==> src/rtl/dm_bus_arbiter_pkg.sv <==
// dm_bus_arbiter_pkg: shared state encoding, widths and command kinds for the data-memory arbiter
package dm_bus_arbiter_pkg;
   localparam int AW_DEF = 7;
   localparam int DW_DEF = 16;
   localparam logic KIND_READ  = 1'b0;
   localparam logic KIND_WRITE = 1'b1;
   typedef enum logic [2:0] {
      IDLE    = 3'd0,
      ISSUE   = 3'd1,
      WAIT_HI = 3'd2,
      WAIT_LO = 3'd3,
      DONE    = 3'd4
   } state_t;
endpackage

==> src/rtl/dm_bus_arbiter_if.sv <==
// dm_bus_arbiter_if: two requester ports plus the memory side of the data-memory arbiter
interface dm_bus_arbiter_if
   import dm_bus_arbiter_pkg::*;
#(
   parameter int AW = AW_DEF,
   parameter int DW = DW_DEF
);
   logic          rd0, wr0, busy0, done0;
   logic [AW-1:0] addr0;
   logic [DW-1:0] wdata0, rdata0;
   logic          rd1, wr1, busy1, done1;
   logic [AW-1:0] addr1;
   logic [DW-1:0] wdata1, rdata1;
   logic          mem_read, mem_write, mem_wait, err;
   logic [AW-1:0] mem_addr;
   logic [DW-1:0] mem_wdata, mem_rdata;
   modport slave (
      input  rd0, wr0, addr0, wdata0, rd1, wr1, addr1, wdata1, mem_rdata, mem_wait,
      output rdata0, busy0, done0, rdata1, busy1, done1, mem_read, mem_write, mem_addr, mem_wdata, err
   );
   modport master (
      output rd0, wr0, addr0, wdata0, rd1, wr1, addr1, wdata1, mem_rdata, mem_wait,
      input  rdata0, busy0, done0, rdata1, busy1, done1, mem_read, mem_write, mem_addr, mem_wdata, err
   );
endinterface

==> src/rtl/dm_bus_arbiter_rr_arbiter2.sv <==
// rr_arbiter2: two-input round-robin grant with the last-served register (port 0 wins the first tie)
module rr_arbiter2 (
   input  logic       clk,
   input  logic       reset,
   input  logic [1:0] req,
   input  logic       update,
   input  logic       done_port,
   output logic       grant
);
   logic last;
   always_ff @(posedge clk or negedge reset)
      if (!reset) last <= 1'b1;
      else if (update) last <= done_port;
   assign grant = (&req) ? ~last : req[1];
endmodule

==> src/rtl/dm_bus_arbiter.sv <==
// dm_bus_arbiter: serialises two requesters onto one data memory with round-robin fairness and a latency watchdog
module dm_bus_arbiter
   import dm_bus_arbiter_pkg::*;
#(
   parameter int AW      = AW_DEF,
   parameter int DW      = DW_DEF,
   parameter int TIMEOUT = 255
) (
   input  logic            clk,
   input  logic            reset,
   dm_bus_arbiter_if.slave bus
);
   localparam int CW = $clog2(TIMEOUT + 1);
   state_t        state, state_d;
   logic          kind_q, kind_g, kind_d, port_q, grant;
   logic [AW-1:0] addr_q;
   logic [DW-1:0] wdata_q, rdata0_q, rdata1_q;
   logic [CW-1:0] cnt;
   logic          req0, req1, in_wait, fin, tmo, cmd_d;
   logic          mem_read_q, mem_write_q, mem_read_d, mem_write_d;
   logic          done0_q, done1_q, done0_d, done1_d, err_q;

   assign req0    = bus.rd0 | bus.wr0;
   assign req1    = bus.rd1 | bus.wr1;
   assign kind_g  = (grant ? bus.rd1 : bus.rd0) ? KIND_READ : KIND_WRITE;
   assign in_wait = state == WAIT_HI || state == WAIT_LO;
   // a memory that never raises mem_wait is treated as done after two quiet cycles
   assign fin     = in_wait & ~bus.mem_wait & (state == WAIT_LO || cnt == CW'(1));
   assign tmo     = in_wait & bus.mem_wait & (cnt == CW'(TIMEOUT - 1));

   rr_arbiter2 u_rr (
      .clk       (clk),
      .reset     (reset),
      .req       ({req1, req0}),
      .update    (state == DONE),
      .done_port (port_q),
      .grant     (grant)
   );

   always_ff @(posedge clk or negedge reset)
      if (!reset) state <= IDLE;
      else state <= state_d;

   always_comb begin
      state_d = state;
      case (state)
         IDLE:    state_d = (req0 | req1) ? ISSUE : IDLE;
         ISSUE:   state_d = WAIT_HI;
         WAIT_HI: state_d = (fin | tmo) ? DONE : bus.mem_wait ? WAIT_LO : WAIT_HI;
         WAIT_LO: state_d = (fin | tmo) ? DONE : WAIT_LO;
         DONE:    state_d = IDLE;
         default: state_d = IDLE;
      endcase
   end

   always_comb begin
      cmd_d       = state_d == ISSUE || state_d == WAIT_HI || state_d == WAIT_LO;
      kind_d      = (state == IDLE) ? kind_g : kind_q;
      mem_read_d  = cmd_d & (kind_d == KIND_READ);
      mem_write_d = cmd_d & (kind_d == KIND_WRITE);
      done0_d     = (state_d == DONE) & ~port_q;
      done1_d     = (state_d == DONE) & port_q;
   end

   always_ff @(posedge clk or negedge reset)
      if (!reset) begin
         kind_q      <= KIND_READ;
         port_q      <= 1'b0;
         addr_q      <= '0;
         wdata_q     <= '0;
         rdata0_q    <= '0;
         rdata1_q    <= '0;
         cnt         <= '0;
         err_q       <= 1'b0;
         mem_read_q  <= 1'b0;
         mem_write_q <= 1'b0;
         done0_q     <= 1'b0;
         done1_q     <= 1'b0;
      end else begin
         if (state == IDLE && (req0 | req1)) begin
            kind_q  <= kind_g;
            port_q  <= grant;
            addr_q  <= grant ? bus.addr1 : bus.addr0;
            wdata_q <= grant ? bus.wdata1 : bus.wdata0;
         end
         if (fin && kind_q == KIND_READ && !port_q) rdata0_q <= bus.mem_rdata;
         if (fin && kind_q == KIND_READ && port_q) rdata1_q <= bus.mem_rdata;
         cnt         <= (state_d == ISSUE) ? '0 : in_wait ? cnt + 1'b1 : cnt;
         err_q       <= err_q | tmo;
         mem_read_q  <= mem_read_d;
         mem_write_q <= mem_write_d;
         done0_q     <= done0_d;
         done1_q     <= done1_d;
      end

   assign bus.rdata0    = rdata0_q;
   assign bus.rdata1    = rdata1_q;
   assign bus.done0     = done0_q;
   assign bus.done1     = done1_q;
   assign bus.busy0     = reset & req0 & ~done0_q;
   assign bus.busy1     = reset & req1 & ~done1_q;
   assign bus.mem_read  = mem_read_q;
   assign bus.mem_write = mem_write_q;
   assign bus.mem_addr  = addr_q;
   assign bus.mem_wdata = wdata_q;
   assign bus.err       = err_q;
endmodule

==> src/flat_wrapper.sv <==
// flat-port wrapper written by rule: the top's interface ports become plain ports
module dm_bus_arbiter_flat import dm_bus_arbiter_pkg::*;
#(
   parameter int AW      = AW_DEF,
   parameter int DW      = DW_DEF,
   parameter int TIMEOUT = 255
)
  (clk, reset, bus_rd0, bus_wr0, bus_addr0, bus_wdata0, bus_rd1, bus_wr1, bus_addr1, bus_wdata1, bus_mem_rdata, bus_mem_wait, bus_rdata0, bus_busy0, bus_done0, bus_rdata1, bus_busy1, bus_done1, bus_mem_read, bus_mem_write, bus_mem_addr, bus_mem_wdata, bus_err);
  dm_bus_arbiter_if #(.AW(AW), .DW(DW)) bus_i ();
  input  logic clk;
  input  logic reset;
  input wire logic [$bits(bus_i.rd0)-1:0] bus_rd0;
  input wire logic [$bits(bus_i.wr0)-1:0] bus_wr0;
  input wire logic [$bits(bus_i.addr0)-1:0] bus_addr0;
  input wire logic [$bits(bus_i.wdata0)-1:0] bus_wdata0;
  input wire logic [$bits(bus_i.rd1)-1:0] bus_rd1;
  input wire logic [$bits(bus_i.wr1)-1:0] bus_wr1;
  input wire logic [$bits(bus_i.addr1)-1:0] bus_addr1;
  input wire logic [$bits(bus_i.wdata1)-1:0] bus_wdata1;
  input wire logic [$bits(bus_i.mem_rdata)-1:0] bus_mem_rdata;
  input wire logic [$bits(bus_i.mem_wait)-1:0] bus_mem_wait;
  output wire logic [$bits(bus_i.rdata0)-1:0] bus_rdata0;
  output wire logic [$bits(bus_i.busy0)-1:0] bus_busy0;
  output wire logic [$bits(bus_i.done0)-1:0] bus_done0;
  output wire logic [$bits(bus_i.rdata1)-1:0] bus_rdata1;
  output wire logic [$bits(bus_i.busy1)-1:0] bus_busy1;
  output wire logic [$bits(bus_i.done1)-1:0] bus_done1;
  output wire logic [$bits(bus_i.mem_read)-1:0] bus_mem_read;
  output wire logic [$bits(bus_i.mem_write)-1:0] bus_mem_write;
  output wire logic [$bits(bus_i.mem_addr)-1:0] bus_mem_addr;
  output wire logic [$bits(bus_i.mem_wdata)-1:0] bus_mem_wdata;
  output wire logic [$bits(bus_i.err)-1:0] bus_err;
  assign bus_i.rd0 = bus_rd0;
  assign bus_i.wr0 = bus_wr0;
  assign bus_i.addr0 = bus_addr0;
  assign bus_i.wdata0 = bus_wdata0;
  assign bus_i.rd1 = bus_rd1;
  assign bus_i.wr1 = bus_wr1;
  assign bus_i.addr1 = bus_addr1;
  assign bus_i.wdata1 = bus_wdata1;
  assign bus_i.mem_rdata = bus_mem_rdata;
  assign bus_i.mem_wait = bus_mem_wait;
  assign bus_rdata0 = bus_i.rdata0;
  assign bus_busy0 = bus_i.busy0;
  assign bus_done0 = bus_i.done0;
  assign bus_rdata1 = bus_i.rdata1;
  assign bus_busy1 = bus_i.busy1;
  assign bus_done1 = bus_i.done1;
  assign bus_mem_read = bus_i.mem_read;
  assign bus_mem_write = bus_i.mem_write;
  assign bus_mem_addr = bus_i.mem_addr;
  assign bus_mem_wdata = bus_i.mem_wdata;
  assign bus_err = bus_i.err;
  dm_bus_arbiter #(.AW(AW), .DW(DW), .TIMEOUT(TIMEOUT)) u_core (.clk(clk), .reset(reset), .bus(bus_i));
endmodule
==> config.mk <==
export PLATFORM = sky130hd
export DESIGN_NAME = dm_bus_arbiter_flat
export DESIGN_NICKNAME = d
export VERILOG_FILES = /design/src/rtl/dm_bus_arbiter_pkg.sv /design/src/rtl/dm_bus_arbiter_if.sv /design/src/rtl/dm_bus_arbiter_rr_arbiter2.sv /design/src/rtl/dm_bus_arbiter.sv /design/src/flat_wrapper.sv
export SDC_FILE = /design/constraint.sdc
export NUM_CORES = 1
export LEC_CHECK = 0
export ABC_AREA = 1
export CAP_MARGIN = 0
export CORE_MARGIN = 10
export CORE_UTILIZATION = 40
export CTS_CLUSTER_SIZE = 10
export DETAILED_ROUTE_END_ITERATION = 6
export PLACE_DENSITY = 0.86
export SETUP_SLACK_MARGIN = 0.15
export SYNTH_ARGS = -nofsm -noshare
export SYNTH_HDL_FRONTEND = slang
export SYNTH_HIERARCHICAL = 1
export SYNTH_SLANG_ARGS = --single-unit
==> constraint.sdc <==
create_clock -name clk -period 3.8 [get_ports clk]
set_clock_uncertainty 0.15 [all_clocks]
set_input_delay 0.38 -clock clk [delete_from_list [all_inputs] [get_ports clk]]
set_output_delay 0.38 -clock clk [all_outputs]
set_load 0.05 [all_outputs]
==> run metrics <==
post-layout minimum cycle time 2550 ps; worst vdd ir 0.000418 V; Avg Inst Size Synth 9.07 um^2; Die Width 112 um; leading cell types by count after synthesis 97 x nand2_1, 73 x dfrtp_1, 44 x nor2_1; Fin. Hold Viols 0; pwr dens 954 nW/um^2; initial antenna violation count 0; leakage 2.29 nW; worst-path maximum fanout 3; # port buffers 130; effective utilization at floorplan 41.3%; fmax 392 MHz; vias per inst 4.71; final setup vio count 0; Pre-antenna DRT Iters 4; CP Capture Type output pin; total negative slack 0 ps; Synth area leader dfrtp_1; first-pass GRT wire length 15500 um; Seq cells post-synth 74; post-CTS setup buffer count 0; Mapped Area 3390 um^2; CP required 3270 ps; final worst-path setup slack 1250 ps; total wire length 9450 um; share of layout cells above drive strength 1 12.3%; GR Overflow Total 0; # IOs 131; Via Count 2879; max capacitance violation total 0; largest net degree at the start of global routing 75; status finished clean; Core Area 8220 um^2; gr usage total 15.0%; RSZ-0062 raised after global routing no; row count 33; DRT iter0 DRCs 171; average wire per standard cell 15.5 um; Synth Area in Simple Gates 21.1%; Mapped Nets 446; # fillers 664; Final Slew Violations 0; post-synthesis compound-gate area fraction 13.6%; Worst-Margin Slew 933 ps; Arrival @ worst endpoint 2020 ps; Nets 573; H-tree depth 3; clk slew on worst S/H paths 80 ps; # diodes 0; EDFF count, synth 0; synth warn 6; headroom to the max-slew limit 37.8%; worst slack, placed 1010 ps; CTS sink cnt 74; final worst-path cycle share 67.2%; Worst-Skew Late Latency 330 ps; Synth Instances 374; hold buffers post-CTS 0; main combinational cell family by area after synthesis simple AND/OR/NAND/NOR gates; Root Buffer clkbuf_8; adder-cell area share of the yosys netlist 1.11%; CTS buffer count 9; Setup CP Type primary input to output pin; CTS tree yes; post-route ant nets 0; vias in the first global route 3108; Die ar. 12600 um^2; ys async rst share 100%; clk buf depth 2; Synth Area in XOR/XNOR 0.775%; CTS resizes 0; startpoint types primary input; Top FF cell, synth dfrtp_1; Die Y 112 um; drc violations 0; Synth top area share 53.9%; Hold WC Path Type primary input to async pin; largest cells by area after synthesis dfrtp_1 54%, nand2_1 11%, o21ai_2 6.7%, nor2_1 4.9%, inv_1 4.6%; DP Wirelength 7170 um; Area Overhead vs Synth 46.0%; sequential area share after synthesis 54.6%; synth unique cells 30; Routability Congestion 0.787; most frequent cell after synthesis nand2_1; post-synthesis mux area share 0%
[area by class of cell]
| type | instances | area [um^2] | area share [%] |
|---|---|---|---|
| multi-input cells | 237 | 1250 | 25.2 |
| flip-flops and latches | 74 | 1850 | 37.4 |
| clock inverters | 5 | 85.1 | 1.72 |
| clock buffers | 11 | 141 | 2.86 |
| well taps | 105 | 131 | 2.65 |
| repair buffers | 133 | 1320 | 26.7 |
| inverters | 46 | 173 | 3.49 |
[per-stage QoR]
step / cells / power (mW) / hold WS (ps) / area [um^2] / util [%]
detailed placement: 595 / 4.07 / 313 / 4720 / 57.5
finish: 611 / 4.72 / 119 / 4950 / 60.3
floorplan: 374 / 3.18 / -65.6 / 3390 / -
global placement: 595 / 4.00 / 299 / 4720 / 57.5
global route: 611 / 5.00 / 206 / 4950 / 60.3
CTS: 611 / 4.77 / 165 / 4950 / 60.3
[state kept, by name, indices dropped and copies added (netlist names), 3 cells and up]
name	count
u_core/cnt	8
u_core/bus.rdata0	16
u_core/bus.mem_addr	7
u_core/bus.rdata1	16
u_core/state	3
u_core/bus.mem_wdata	16
[metal layers]
layer / track usage, % / vias up / part of all wire [%]
li1: - / 1430 / -
met1: 15.5 / 1343 / 38
met2: 27.7 / 86 / 55
met3: 3.73 / 20 / 4.4
met4: 7.02 / 0 / 2.9
met5: 0 / - / 0
[cells by family after synthesis]
family,count (synthesis)
simple gates,167
flops,74
compound gates,64
buf+inv,63
xor+xnor,3
fa+ha+maj,3
[worst max-delay path, stage by stage]
cell,delay (ps)
clkdlybuf4s50_1,510
nor2_1,120
nor3_1,140
clkdlybuf4s50_1,860
[final timing paths]
kind / start / endpoint / slack, ps / depth (start not counted)
setup reg to reg: u_core/state[0] / u_core/bus.mem_write / 1810 / 10
hold / removal: reset / u_core/bus.rdata0[2] / 120 / 2
setup / recovery: bus_rd1 / bus_busy1 / 1250 / 4
max in group asynchronous: reset / u_core/bus.mem_wdata[2] / 2750 / 2
hold reg to reg: u_core/bus.err / u_core/bus.err / 320 / 2
min in group clk: u_core/bus.err / u_core/bus.err / 320 / 2
[power by group]
| part | switching, mW | total [mW] | internal, mW |
|---|---|---|---|
| Sequential | 0.208 | 1.35 | 1.14 |
| Combinational | 1.82 | 2.69 | 0.875 |
| Clock | 0.293 | 0.686 | 0.393 |
| Total | 2.32 | 4.72 | 2.41 |
[cell usage in the layout, fill, tap and decap left out, drive strengths merged]
cell type / n
dfrtp: 73
nor3: 5
o21ai: 36
clkinvlp: 1
clkdlybuf4s50: 129
bufinv: 2
nand2: 104
nor4: 1
or2: 1
nor2: 47
clkbuf: 11
nand4: 1
o211ai: 1
a21oi: 2
o21a: 1
nor3b: 2
buf: 4
dfstp: 1
xor2: 3
a31oi: 24
nand3: 6
inv: 48
ha: 3
(Power assumes the default switching activity.)
